--- src/rtl/cp0_pkg.sv ---
`default_nettype none
// ============================================================================
//  Module      : cp0_pkg
//  Description : Shared CP0 definitions for the exception controller:
//                exception cause codes, status register bit positions and
//                the handler-tracking state encoding.
//  Revision    : 1.0 - initial release
// ============================================================================
package cp0_pkg;

  // Exception codes presented to CP0 on the cause port
  localparam logic [4:0] c_cause_int     = 5'b00000;
  localparam logic [4:0] c_cause_syscall = 5'b01000;
  localparam logic [4:0] c_cause_break   = 5'b01001;
  localparam logic [4:0] c_cause_teq     = 5'b01101;

  // Status register bit positions
  localparam int c_st_ie      = 0;   // global interrupt/exception enable
  localparam int c_st_sys_en  = 1;   // SYSCALL enable
  localparam int c_st_brk_en  = 2;   // BREAK enable
  localparam int c_st_teq_en  = 3;   // TEQ trap enable
  localparam int c_st_im_base = 10;  // irq[k] enable lives at bit 10+k

  // Handler-tracking state
  typedef enum logic [0:0] {
    RUN     = 1'b0,
    HANDLER = 1'b1
  } exc_state_e;

endpackage
`default_nettype wire

--- src/rtl/irq_sync_edge.sv ---
`default_nettype none
// ============================================================================
//  Module      : irq_sync_edge
//  Description : Per-line synchronizer chain followed by a rising-edge
//                detector for one asynchronous interrupt input.
//  Revision    : 1.0 - initial release
// ============================================================================
module irq_sync_edge #(
  parameter int SYNC_STAGES = 2
) (
  input  logic clk,
  input  logic rst,        // asynchronous, active-low
  input  logic irq_async,
  output logic irq_edge
);

  logic [SYNC_STAGES-1:0] sync_q, sync_d;
  logic                   prev_q, prev_d;

  // Shift the raw line through the chain; remember the last synchronized value
  always_comb begin
    sync_d = {sync_q[SYNC_STAGES-2:0], irq_async};
    prev_d = sync_q[SYNC_STAGES-1];
  end

  // Synchronizer and edge-history flops, cleared by reset
  always_ff @(posedge clk or negedge rst) begin
    if (!rst) begin
      sync_q <= '0;
      prev_q <= 1'b0;
    end else begin
      sync_q <= sync_d;
      prev_q <= prev_d;
    end
  end

  assign irq_edge = sync_q[SYNC_STAGES-1] & ~prev_q;

endmodule
`default_nettype wire

--- src/rtl/exc_ctrl.sv ---
`default_nettype none
// ============================================================================
//  Module      : exc_ctrl
//  Description : Exception/interrupt controller feeding CP0. Collects the
//                decoder traps and external interrupts, applies the status
//                masks, resolves priority and blocks nested exceptions until
//                the matching ERET.
//  Revision    : 1.0 - initial release
// ============================================================================
module exc_ctrl
  import cp0_pkg::*;
#(
  parameter int NIRQ        = 6,
  parameter int SYNC_STAGES = 2
) (
  input  logic            clk,
  input  logic            rst,          // asynchronous, active-low
  input  logic            syscall,
  input  logic            brk,
  input  logic            teq_trap,
  input  logic            eret_req,
  input  logic [NIRQ-1:0] irq,
  input  logic [31:0]     status,
  output logic            exception,
  output logic [4:0]      cause,
  output logic            eret,
  output logic [NIRQ-1:0] irq_pending,
  output logic [2:0]      irq_id,
  output logic            in_handler
);

  exc_state_e      state_q, state_d;
  logic [NIRQ-1:0] pend_q, pend_d;
  logic [2:0]      id_q, id_d;
  logic [4:0]      cause_q, cause_d;

  logic [NIRQ-1:0] irq_edge;
  logic [NIRQ-1:0] int_clr;
  logic            int_hit;
  logic [2:0]      int_idx;
  logic            take_exc;
  logic            take_int;
  logic            take_eret;
  logic [4:0]      cause_now;
  logic            unused_status_bits;

  // Only some status bits are meaningful here
  assign unused_status_bits = ^status;

  generate
    for (genvar k = 0; k < NIRQ; k++) begin : g_irq
      irq_sync_edge #(
        .SYNC_STAGES (SYNC_STAGES)
      ) u_sync (
        .clk       (clk),
        .rst       (rst),
        .irq_async (irq[k]),
        .irq_edge  (irq_edge[k])
      );
    end
  endgenerate

  // Priority resolution; combinational so CP0 captures the faulting pc this cycle.
  // Gated by rst so the outputs read 0 the moment reset asserts.
  always_comb begin
    int_hit   = 1'b0;
    int_idx   = 3'd0;
    take_exc  = 1'b0;
    take_int  = 1'b0;
    cause_now = cause_q;
    for (int k = 0; k < NIRQ; k++) begin
      if (pend_q[k] && status[c_st_im_base + k]) begin
        int_hit = 1'b1;
        int_idx = 3'(k);
      end
    end
    if (rst && (state_q == RUN) && status[c_st_ie]) begin
      if (syscall && status[c_st_sys_en]) begin
        take_exc  = 1'b1;
        cause_now = c_cause_syscall;
      end else if (brk && status[c_st_brk_en]) begin
        take_exc  = 1'b1;
        cause_now = c_cause_break;
      end else if (teq_trap && status[c_st_teq_en]) begin
        take_exc  = 1'b1;
        cause_now = c_cause_teq;
      end else if (int_hit) begin
        take_exc  = 1'b1;
        take_int  = 1'b1;
        cause_now = c_cause_int;
      end
    end
  end

  assign take_eret = rst & eret_req & (state_q == HANDLER);

  // Next-state: enter HANDLER on exception, leave on ERET, latch irq edges
  always_comb begin
    state_d = state_q;
    id_d    = id_q;
    cause_d = cause_q;
    int_clr = '0;
    for (int k = 0; k < NIRQ; k++) begin
      if (take_int && (int_idx == 3'(k))) begin
        int_clr[k] = 1'b1;
      end
    end
    if (take_exc) begin
      state_d = HANDLER;
      cause_d = cause_now;
      if (take_int) begin
        id_d = int_idx;
      end
    end else if (take_eret) begin
      state_d = RUN;
    end
    // A fresh edge on the line being serviced re-arms it
    pend_d = (pend_q & ~int_clr) | irq_edge;
  end

  // Controller state flops, cleared by reset
  always_ff @(posedge clk or negedge rst) begin
    if (!rst) begin
      state_q <= RUN;
      pend_q  <= '0;
      id_q    <= 3'd0;
      cause_q <= 5'd0;
    end else begin
      state_q <= state_d;
      pend_q  <= pend_d;
      id_q    <= id_d;
      cause_q <= cause_d;
    end
  end

  assign exception   = take_exc;
  assign cause       = take_exc ? cause_now : cause_q;
  assign eret        = take_eret;
  assign irq_pending = pend_q;
  assign irq_id      = id_q;
  assign in_handler  = (state_q == HANDLER);

endmodule
`default_nettype wire

--- config.mk ---
export PLATFORM = sky130hd
export DESIGN_NAME = exc_ctrl
export DESIGN_NICKNAME = d
export VERILOG_FILES = /design/src/rtl/cp0_pkg.sv /design/src/rtl/irq_sync_edge.sv /design/src/rtl/exc_ctrl.sv
export SDC_FILE = /design/constraint.sdc
export NUM_CORES = 1
export LEC_CHECK = 0
export ABC_AREA = 1
export CAP_MARGIN = 25
export CORE_ASPECT_RATIO = 0.75
export CORE_MARGIN = 2
export CORE_UTILIZATION = 30
export DETAILED_ROUTE_END_ITERATION = 7
export GPL_ROUTABILITY_DRIVEN = 0
export GPL_TIMING_DRIVEN = 0
export PLACE_DENSITY = 0.58
export SYNTH_ARGS = -nofsm -noshare
export SYNTH_HDL_FRONTEND = slang
export SYNTH_SLANG_ARGS = --single-unit
--- constraint.sdc ---
create_clock -name clk -period 1.67 [get_ports clk]
set_input_delay 0.2505 -clock clk [delete_from_list [all_inputs] [get_ports clk]]
set_output_delay 0.2505 -clock clk [all_outputs]
set_load 0.02 [all_outputs]
* Word level (Yosys, flattened, before mapping)
Index checks and enable logic that the tools add are counted.
Operators by class: add/sub/neg operators 0, multiply operators 0, divide/modulo/power cells 0, $lt $le $gt $ge 0, equal/unequal tests 5, shift-type cells 0, multiplexer cells 34, bitwise logic cells 18, reductions and logical operators 20
Operators with widths (count):
- 2-to-1 mux 5 bit | 6
- 2-to-1 mux 1 bit | 24
- logical AND 1 bit | 17
- 2-to-1 mux 3 bit | 3
- AND 1 bit | 8
- NOT 1 bit | 7
- AND 6 bit | 1
- == test 3 x 2 -> 1 bit, second input constant | 2
- == test 3 bit, second input constant | 2
- NOT 6 bit | 1
- OR 6 bit | 1
- == test 3 x 1 -> 1 bit, second input constant | 1
- zero test 3 bit | 1
- 2-to-1 mux 2 bit | 1
- AND reduction 2 bit | 1
- nonzero test 2 bit | 1
Word-level totals: bits in registers 33, latch bits 0, RAM bits 0, bits in read-only memories 0, input port bits 44, output and inout port bits 17, logic and storage cells 93, memories kept 0

* Longest topological paths before layout
word-level depth 17, gate-level depth with buffers 9, mapped depth without buffers 9

* Cells and area by module
From an unflattened synthesis, not the netlist that was laid out.
Unflattened totals: cell total of the unflattened synthesis 134, area total of the unflattened synthesis 1356.3 um^2
Modules (own cells, without submodules):
- exc_ctrl | instances 1, cells an instance 104, area an instance 845.8 um^2, sequential area each 375.4 um^2
- irq_sync_edge | instances 6, cells an instance 5, area an instance 85.1 um^2, sequential area each 75.1 um^2

* Worst setup path after synthesis
OpenSTA, ideal clock, no wires.
path type reg2out, start register pend_q[2], in the netlist irq_pending[2], end output port cause[1], data arrival time 1.329 ns, data required time 1.419 ns, path slack 0.090 ns, stages on the path, launching flop included 8, buffers on the path 0, cells stage by stage dfrtp_1 nand2_2 nand2_4 nor2_8 nand2_4 nand2_4 nand2_4 nor2_1
On the way: longest elaborated chain between the ends 11, elaborated cells between the ends (all ways) 16, classes of those cells mux: 15; reduce/logical: 1
RTL lines:
- start, declared | RTL line exc_ctrl.sv:33 | logic [NIRQ-1:0] pend_q, pend_d;
- start signal, assigned | RTL line exc_ctrl.sv:130 | pend_q <= pend_d;
- logical AND 1 bit | RTL line exc_ctrl.sv:72 | if (pend_q[k] && status[c_st_im_base + k]) begin
- 2-to-1 mux 1 bit (4 in a row) | RTL line exc_ctrl.sv:72
- 2-to-1 mux 1 bit | RTL line exc_ctrl.sv:87 | end else if (int_hit) begin
- 2-to-1 mux 1 bit | RTL line exc_ctrl.sv:84 | end else if (teq_trap && status[c_st_teq_en]) begin
- 2-to-1 mux 1 bit | RTL line exc_ctrl.sv:81 | end else if (brk && status[c_st_brk_en]) begin
- 2-to-1 mux 1 bit | RTL line exc_ctrl.sv:78 | if (syscall && status[c_st_sys_en]) begin
- 2-to-1 mux 1 bit | RTL line exc_ctrl.sv:77 | if (rst && (state_q == RUN) && status[c_st_ie]) begin
- net exception | RTL line exc_ctrl.sv:24 | output logic exception,
- 2-to-1 mux 5 bit
- end, declared | RTL line exc_ctrl.sv:25 | output logic [4:0] cause,
The timed path passes the listed nets, and every way through them passes these cells.

* Worst setup path after layout
start register pend_q[2], in the netlist irq_pending[2], end output port cause[2]
On the way: longest elaborated chain between the ends 11, elaborated cells between the ends (all ways) 16, classes of those cells mux: 15; reduce/logical: 1
RTL lines (RTL line):
- logical AND 1 bit (*) | exc_ctrl.sv:72
- 2-to-1 mux 1 bit (*) (4 in a row) | exc_ctrl.sv:72
- 2-to-1 mux 5 bit / 2-to-1 mux 1 bit (equally long branches) | exc_ctrl.sv:87
- 2-to-1 mux 5 bit / 2-to-1 mux 1 bit (equally long branches) | exc_ctrl.sv:84
- 2-to-1 mux 5 bit / 2-to-1 mux 1 bit (equally long branches) | exc_ctrl.sv:81
- 2-to-1 mux 5 bit / 2-to-1 mux 1 bit (equally long branches) | exc_ctrl.sv:78
- 2-to-1 mux 5 bit / 2-to-1 mux 1 bit (equally long branches) | exc_ctrl.sv:77
- 2-to-1 mux 5 bit (*)
Mark *: on every way between the ends. The rest lies on a longest branch, timed or not.

==> qor.csv <==
metric,value,unit
status,"complete, but fails checks",
failing checks,negative setup slack,
"Top cell by count, worst path",nand2_4,
IO buf count,38,
area occupied by multi-input gates,424,µm²
Diodes inserted,0,
"CTS clk-pin slew, worst paths",0.07,ns
GRT Overall Usage,12.8,%
share of layout cells above drive strength 1,28.3,%
WP data required,1.42,ns
clock tree buffer depth,2,
Final ANT Viol Nets,0,
vias in the first global route,1010,
setup TNS,-0.338,ns
final setup fails,5,
Die Y,61.1,µm
H-tree levels,2,
Nets,235,
Syn Inst Count,127,
final hold viol count,0,
reg2reg path depth,9,
register area share after synthesis,63.3,%
Die ar.,4890,µm²
Final Slew Violations,0,
initial antenna violation count,0,
drt wl/cell,11.2,µm
Fmax,564,MHz
P per Cell Area,1170,nW/µm²
Worst path top cell family by delay,simple AND/OR/NAND/NOR gates,
period utilization,106,%
Overflow after GRT,0,
max-cap violations,0,
First DRT Iteration DRCs,34,
worst vdd ir,0.554,mV
Critical-path top delay cell,dfrtp_1,
largest net degree at the start of global routing,34,
Mapped Nets,171,
Vias/cell,4.09,
worst reg2reg path endpoint,cause_q[2]$_DFF_PN0_,
RSZ-0062 raised after global routing,true,
DP HPWL,1.80,mm
DRC,0,
flop2flop setup slack,0.33,ns
Crit path arrival time,1.52,ns
Crit Reg-Reg Startpoint,irq_pending[2]$_DFF_PN0_,
Final WS setup,-0.102,ns
Fin Clk Skew,0.00469,ns
"Critical Path, Cell by Cell","nand2_2, nand2_4, nor2_8, nand2_4, nand2_4, nand2_4, nand3b_1, nand2_2, buf_6",
total power,2.37,mW
"slowest stage delay, CP",0.40,ns
clock sinks,33,
worst min path class,in2reg,
clock root cell,clkbuf_8,
area delta synth->final,55.5,%
crit path capture type,output port,
TritonCTS Buffers,5,
Syn Std Cell Area,1300,µm²
CTS tree,yes,
Sequential Area,826,µm²
Hold Path Origin,rst,
Hold EP,in_handler$_DFFE_PN0P_,
Worst setup SP type,register,
Clock Latency Late Sink,0.28,ns
Slew HR,84.2,%
Core Box Area,4100,µm²
"Worst Path Class, Setup",reg2out,
router iterations before antenna repair,4,
Pleak,1.04,nW
distinct cell type count after synthesis,15,
Least-Margin Pin Slew,0.237,ns
width of the die,80.1,µm
global-route wire length before repair,4.49,mm
Vias,1007,
# rows,20,
Min-Delay Path Depth,4,
syn avg cell area,10.3,µm²
worst-path maximum fanout,5,
Worst Path Buf+Inv,1,
Yosys reg bits,33,
Min Hold Slack,0.317,ns
synth warn,0,
I/O Pins,61,
min cycle time layout,1.77,ns
Initial Util,31.8,%
Fillers,383,
final WL,2.76,mm
## report_power, final
| group | switching (mW) | internal [mW] |
|---|---|---|
| combinational | 0.348 | 0.344 |
| sequential | 0.0630 | 0.905 |
| clock | 0.274 | 0.433 |
| total | 0.685 | 1.68 |
## through the flow
step / cells / util, % / setup slack [ns] / cell area [µm²]
2_1_floorplan: 127 / - / 0.0903 / 1300
3_3_place_gp: 220 / 42.7 / -1.90 / 1750
3_5_place_dp: 220 / 42.6 / -0.941 / 1750
4_1_cts: 240 / 47.9 / -0.0927 / 1970
5_1_grt: 246 / 49.4 / -0.228 / 2030
6_report: 246 / 49.4 / -0.102 / 2030
## Yosys cell counts
cell / count / area share [%]
nand2_1: 45 / 13
dfrtp_1: 33 / 63
inv_1: 17 / 4.9
nand3_1: 6 / 2.3
o21bai_1: 6 / 3.5
nand2_4: 5 / 4.3
nand2_2: 4 / 1.9
nor2_1: 3 / 0.86
inv_2: 2 / 0.58
a21oi_2: 1 / 0.67
nand3_4: 1 / 1.3
nand3b_1: 1 / 0.58
nor2_4: 1 / 0.86
nor2_8: 1 / 1.5
o21ai_1: 1 / 0.38
## metal layers
| layer | routed length, µm | GRT usage (%) | vias up |
|---|---|---|---|
| li1 | - | - | 510 |
| met1 | 1130 | 14.9 | 477 |
| met2 | 1470 | 21.5 | 16 |
| met3 | 140 | 5.43 | 4 |
| met4 | 19 | 5.08 | 0 |
| met5 | 0 | 0 | - |
## placed cells by master (no fill, tap or decap), drive strengths merged, types with 2 or more instances in the layout
cell type / synthesis / final
buf: 0 / 25
nand3: 7 / 7
clkbuf: 0 / 5
dfrtp: 33 / 33
clkdlybuf4s50: 0 / 29
dlygate4sd2: 0 / 2
inv: 19 / 19
nor2: 5 / 5
o21bai: 6 / 6
nand2: 54 / 54
## what timing repair did
action                                  in CTS  in global routing
gates resized for setup                     38                  6
hold endpoints to repair                    33                  0
hold buffers                                 2                  0
setup buffers                               11                  6
pin swaps                                    8                  7
endpoints found under the setup margin       7                  6
## layout make-up
| class | instances | area share, % |
|---|---|---|
| sequential | 33 | 40.7 |
| clock inverter | 2 | 1.73 |
| multi-input combinational | 75 | 20.9 |
| clock buffer | 5 | 3.40 |
| inverter | 19 | 3.64 |
| tap | 55 | 3.40 |
| timing repair buffer | 57 | 26.2 |
## cell families after synthesis
kind of cell	share of synthesized area [%]
compound gates	4.51
simple gates	26.7
buf+inv	5.47
flops	63.3
## sequential cells by signal, indices dropped and copies added, names as in the netlist
name                 cells
g_irq.u_sync.prev_q      6
irq_id                   3
irq_pending              6
g_irq.u_sync.sync_q     12
cause_q                  5
in_handler               1
## worst max path at each step
stage	slack [ns]	from	end	cells after the start
final	-0.10	irq_pending[2]$_DFF_PN0_	cause[2]	9
after global routing	-0.23	irq_pending[2]$_DFF_PN0_	cause[2]	9
after CTS	-0.09	irq_pending[5]$_DFF_PN0_	cause[2]	10
after detailed placement	-0.94	rst	cause[2]	8
after global placement	-1.90	rst	cause[2]	8
after floorplan	0.09	irq_pending[2]$_DFF_PN0_	cause[1]	7
## worst reg2reg max path, stage by stage, from the launching register on
cell and delay, ns:
dfrtp_1 0.40, nand2_2 0.10, nand2_4 0.07, nor2_8 0.13
nand2_4 0.07, nand2_4 0.07, nand2_4 0.08, nand3b_1 0.12
nand2_2 0.08, buf_4 0.13
Note: power is estimated with default switching activity, not from simulation.
